**config.mk**
```make
export PLATFORM = sky130hd
export DESIGN_NAME = onehot_led_ctrl
export DESIGN_NICKNAME = d
export VERILOG_FILES = /design/src/rtl/onehot_led_ctrl.sv
export SDC_FILE = /design/constraint.sdc
export NUM_CORES = 1
export LEC_CHECK = 0
export BUFFER_PORTS_ARGS = -buffer_cell sky130_fd_sc_hd__buf_2
export CAP_MARGIN = 20
export CORE_MARGIN = 2
export CORE_UTILIZATION = 59
export DETAILED_ROUTE_END_ITERATION = 8
export GPL_ROUTABILITY_DRIVEN = 0
export PLACE_DENSITY = 0.9
export SYNTH_ARGS = -nofsm -noshare
export SYNTH_HDL_FRONTEND = slang
export SYNTH_SLANG_ARGS = --single-unit
export TNS_END_PERCENT = 50
```
**constraint.sdc**
```tcl
create_clock -name clk_i -period 5.6 [get_ports clk_i]
set_input_delay 0.28 -clock clk_i [delete_from_list [all_inputs] [get_ports clk_i]]
set_output_delay 0.28 -clock clk_i [all_outputs]
set_load 0.05 [all_outputs]
```
**src/rtl/onehot_led_ctrl.sv**
```systemverilog
// Registered binary-to-one-hot LED driver with enable-gated prescaler and
// DECODE / SCAN / BLINK / BOUNCE display modes; all outputs registered.
module onehot_led_ctrl #(
    parameter int IN_W  = 3,
    parameter int DIV_W = 24
) (
    input  logic                 clk_i,
    input  logic                 rst_i,
    input  logic                 en_i,
    input  logic [1:0]           mode_i,
    input  logic [IN_W-1:0]      binary_in,
    input  logic                 load_i,
    input  logic                 dir_i,
    input  logic [DIV_W-1:0]     div_i,
    output logic [(2**IN_W)-1:0] decoder_out,
    output logic [IN_W-1:0]      index_o,
    output logic                 tick_o
);

    localparam int OUT_W = 2**IN_W;
    localparam logic [IN_W-1:0] IDX_MAX = {IN_W{1'b1}};

    typedef enum logic [1:0] {
        M_DECODE = 2'b00,
        M_SCAN   = 2'b01,
        M_BLINK  = 2'b10,
        M_BOUNCE = 2'b11
    } mode_e;

    logic [DIV_W-1:0] cnt_q, cnt_d;
    logic [IN_W-1:0]  idx_q, idx_d;
    logic             ph_q, ph_d;
    logic             bdir_q, bdir_d;
    mode_e            mode_q, mode_in;
    logic [OUT_W-1:0] dec_q, dec_d;
    logic             tick_q, tick_d;

    assign mode_in = mode_e'(mode_i);

    function automatic logic [OUT_W-1:0] onehot(input logic [IN_W-1:0] v);
        return OUT_W'(1) << v;
    endfunction

    always_comb begin
        cnt_d  = cnt_q;
        idx_d  = idx_q;
        ph_d   = ph_q;
        bdir_d = bdir_q;
        tick_d = 1'b0;
        // Priority: load, then mode change, then prescaler terminal count.
        if (load_i) begin
            idx_d = binary_in;
            cnt_d = '0;
            ph_d  = 1'b1;
        end else if (mode_in != mode_q) begin
            cnt_d = '0;
            ph_d  = 1'b1;
        end else if (cnt_q == div_i) begin
            cnt_d  = '0;
            tick_d = 1'b1;
            case (mode_in)
                M_SCAN:  idx_d = dir_i ? idx_q - IN_W'(1) : idx_q + IN_W'(1);
                M_BLINK: ph_d = ~ph_q;
                M_BOUNCE: begin
                    if (!bdir_q) begin
                        if (idx_q == IDX_MAX) begin
                            bdir_d = 1'b1;
                            idx_d  = idx_q - IN_W'(1);
                        end else begin
                            idx_d  = idx_q + IN_W'(1);
                        end
                    end else begin
                        if (idx_q == '0) begin
                            bdir_d = 1'b0;
                            idx_d  = IN_W'(1);
                        end else begin
                            idx_d  = idx_q - IN_W'(1);
                        end
                    end
                end
                default: ;
            endcase
        end else begin
            cnt_d = cnt_q + DIV_W'(1);
        end

        case (mode_in)
            M_DECODE: dec_d = onehot(binary_in);
            M_BLINK:  dec_d = ph_d ? onehot(binary_in) : '0;
            default:  dec_d = onehot(idx_d);
        endcase
    end

    always_ff @(posedge clk_i) begin
        if (rst_i) begin
            cnt_q  <= '0;
            idx_q  <= '0;
            ph_q   <= 1'b1;
            bdir_q <= 1'b0;
            mode_q <= M_DECODE;
            dec_q  <= '0;
            tick_q <= 1'b0;
        end else if (!en_i) begin
            dec_q  <= '0;
            tick_q <= 1'b0;
        end else begin
            cnt_q  <= cnt_d;
            idx_q  <= idx_d;
            ph_q   <= ph_d;
            bdir_q <= bdir_d;
            mode_q <= mode_in;
            dec_q  <= dec_d;
            tick_q <= tick_d;
        end
    end

    assign decoder_out = dec_q;
    assign index_o     = idx_q;
    assign tick_o      = tick_q;

endmodule

```
==> run summary <==
Status: complete, no violations
CTS Root Cell: clkbuf_8
GR Util met2: 0.463
Clock-pin slew on the worst setup and hold paths: 0.08 ns
Post-route cell area: 2710 µm²
Clock Sinks: 40
Tot GR Track Use: 0.262
Vias in the first global route: 1996
Routed wire length: 5.35 mm
Initial antenna violation count: 0
Max transition margin: 0.469
Reg-to-Reg Start: cnt_q[1]$_SDFFE_PP0P_
CTS Buffer Depth: 2
Critical path endpoint category: register
Worst hold path depth: 3
Rows: 22
Largest cells by area after synthesis: dfxtp_1, xor2_1, xnor2_1, nor2_1, nand2_1
Total CTS buffers: 5
Gr busiest metal: met2
Synth-to-Final Area Change: 15.9%
Worst hold start: binary_in[0]
Ports: 46
Slew @ Worst Pin: 0.789 ns
Synthesized area: 2330 µm²
Max incr delay on CP: 0.60 ns
CTS H-tree lvls: 2
Unique masters post-synth: 47
Critical path data arrival time: 3.00 ns
Antenna cells: 0
Crit Path Max Fanout: 11
Reg2reg setup slack: 2.79 ns
Post-Syn Instances: 274
Slowest stage cell, crit path: o21bai_1
Die Ht: 66.9 µm
Final setup viols: 0
Vias per cell: 5.90
Post-synth EDFFs: 0
Seq/Total Area, Yosys: 0.343
Layout Cells excl Fill: 366
Routed vias: 2158
Yosys top cell by area: dfxtp_1
RSZ-0062 raised after global routing: no
Met3 GRT Util: 0.0591
WP data required: 5.79 ns
Hold WC Path Type: input pin to register
Hold Path End: decoder_out[7]$_SDFF_PP0_
Post_cts resized: 0
VDD IR-drop max: 0.140 mV
Antenna-violating nets left: 0
Crit-path cells: xor2_1 -> nor4_1 -> and4_1 -> a21oi_1 -> o21bai_1 -> buf_4 -> nor2_1
Fin crit share: 0.501
Met1 global-route usage: 0.306
First-pass DRT Iterations: 4
Final HPWL from detailed placement: 4.05 mm
Yosys reg bits: 40
Die Span X: 66.9 µm
DRT iter0 DRCs: 198
Largest net degree at the start of global routing: 17
Grt total ovfl: 0
Most common library cells after synthesis: dfxtp_1, nor2_1, xor2_1
Hold violation count in the final report: 0
Worst r2r path cells: 7
Critical path launch point type: register
Main flop type after synthesis: dfxtp_1
CTS tree: built
PwrDens: 233 nW/µm²
Initial core utilization: 0.623
Clk_lat worst skew: 0.29 ns
Count leader, synth: dfxtp_1
Fin Clk Skew: 0.00231 ns
Fin Setup TNS: 0 ns
First-pass GRT wire length: 8.90 mm
# DRC: 0
I/O Buffers: 45
Pleak: 0.00104 µW
Max Freq: 0.356 GHz
Min Tclk post-route: 2.81 ns
Async SR Flop Fraction: 0
Placed insts: 358
Worst r2r dst: cnt_q[15]$_SDFFE_PP0P_
Synth Warn #: 0
Slew Limit Fails: 0
Critical path type: register to register
Synth Area per Inst: 8.52 µm²
Area share of the largest cell type after synthesis: 0.343
Die area: 4470 µm²
Post-Syn Nets: 313
Drt wl/cell: 14.6 µm
Placed instance area: 2580 µm²
Final #Nets: 356
Hold buffer count at cts: 0
Max-Cap Viols: 0
Share of cells above drive strength 1: 0.204
Core area: 3740 µm²
# Post-CTS Setup Buffers: 0
-- worst max path at each step --
stage / cells past startpoint / from / to / slack (ns)
6_report: 7 / cnt_q[1]$_SDFFE_PP0P_ / cnt_q[15]$_SDFFE_PP0P_ / 2.79
5_1_grt: 7 / cnt_q[1]$_SDFFE_PP0P_ / cnt_q[22]$_SDFFE_PP0P_ / 2.60
4_1_cts: 7 / cnt_q[1]$_SDFFE_PP0P_ / cnt_q[15]$_SDFFE_PP0P_ / 2.80
3_5_place_dp: 8 / div_i[1] / cnt_q[15]$_SDFFE_PP0P_ / 2.84
3_3_place_gp: 8 / div_i[1] / cnt_q[14]$_SDFFE_PP0P_ / 2.93
2_1_floorplan: 8 / index_o[0]$_SDFFE_PP0P_ / decoder_out[4]$_SDFF_PP0_ / 3.07
-- through the flow --
stage	hold slack (ns)	worst slack [ns]	util	power, µW
floorplan	0.359	3.07	-	351
finish	0.317	2.79	0.723	629
CTS	0.308	2.80	0.723	632
global placement	0.480	2.93	0.689	375
global route	0.303	2.60	0.723	652
detailed placement	0.482	2.84	0.689	377
-- final cells by class --
cell class	instances	area [µm²]
multi-input cells	215	1450
repair buffers	46	233
clock buffers	7	96.3
fillers	303	1040
clock inverters	1	30.0
flip-flops and latches	40	801
well taps	48	60.1
inverters	9	33.8
-- routing by layer --
metal,share of wire,wire length (µm),vias to the layer above
li1,-,-,1063
met1,0.43,2280,1006
met2,0.49,2640,80
met3,0.067,357,9
met4,0.015,82,0
met5,0,0,-
-- placed cells by master (no fill, tap or decap), drive strengths merged, types with 2 or more instances in the layout --
master / count
nand3: 14
a211oi: 2
nor4: 8
a31oi: 4
xnor2: 19
mux2i: 2
a21oi: 11
or4: 3
a221oi: 3
or2: 2
o21ai: 5
nand4: 6
o31ai: 2
ha: 5
xor2: 30
o32ai: 8
nor2: 33
or3: 3
nor3: 10
and4: 4
o21bai: 2
dfxtp: 40
clkbuf: 7
buf: 46
inv: 9
nand2b: 3
nand2: 23
o41ai: 2
o311ai: 2
-- logic make-up (layout without fill, tap and decap cells) --
kind of cell	count (synthesis)	in the layout	share of synthesized area
buffers and inverters	19	63	0.0349
xor gates and xnor gates	49	49	0.184
DFF	40	40	0.343
and+or+nand+nor	114	114	0.262
muxes	2	2	0.00858
AOI/OAI and AO/OA	45	45	0.141
adders and majority gates	5	5	0.0268
-- registers in the layout, summed over array words and instances (netlist names) --
name,count
index_o,3
decoder_out,8
mode_q,2
ph_q,1
cnt_q,24
bdir_q,1
tick_o,1
-- critical path: cells and delay by family (launching register included) --
family,cells,cell delay [ns]
flops,1,0.36
simple gates,3,1.06
xor+xnor,1,0.17
compound gates,2,0.82
buf+inv,1,0.29
-- power breakdown --
part           switching, µW  leakage [µW]  internal, µW  total [µW]
logic                   49.0      0.000653          30.8        79.7
clock network            101     0.0000645           157         258
registers               3.49      0.000323           288         291
total                    153       0.00104           476         629
No activity file was read; power rests on OpenSTA's default activity.
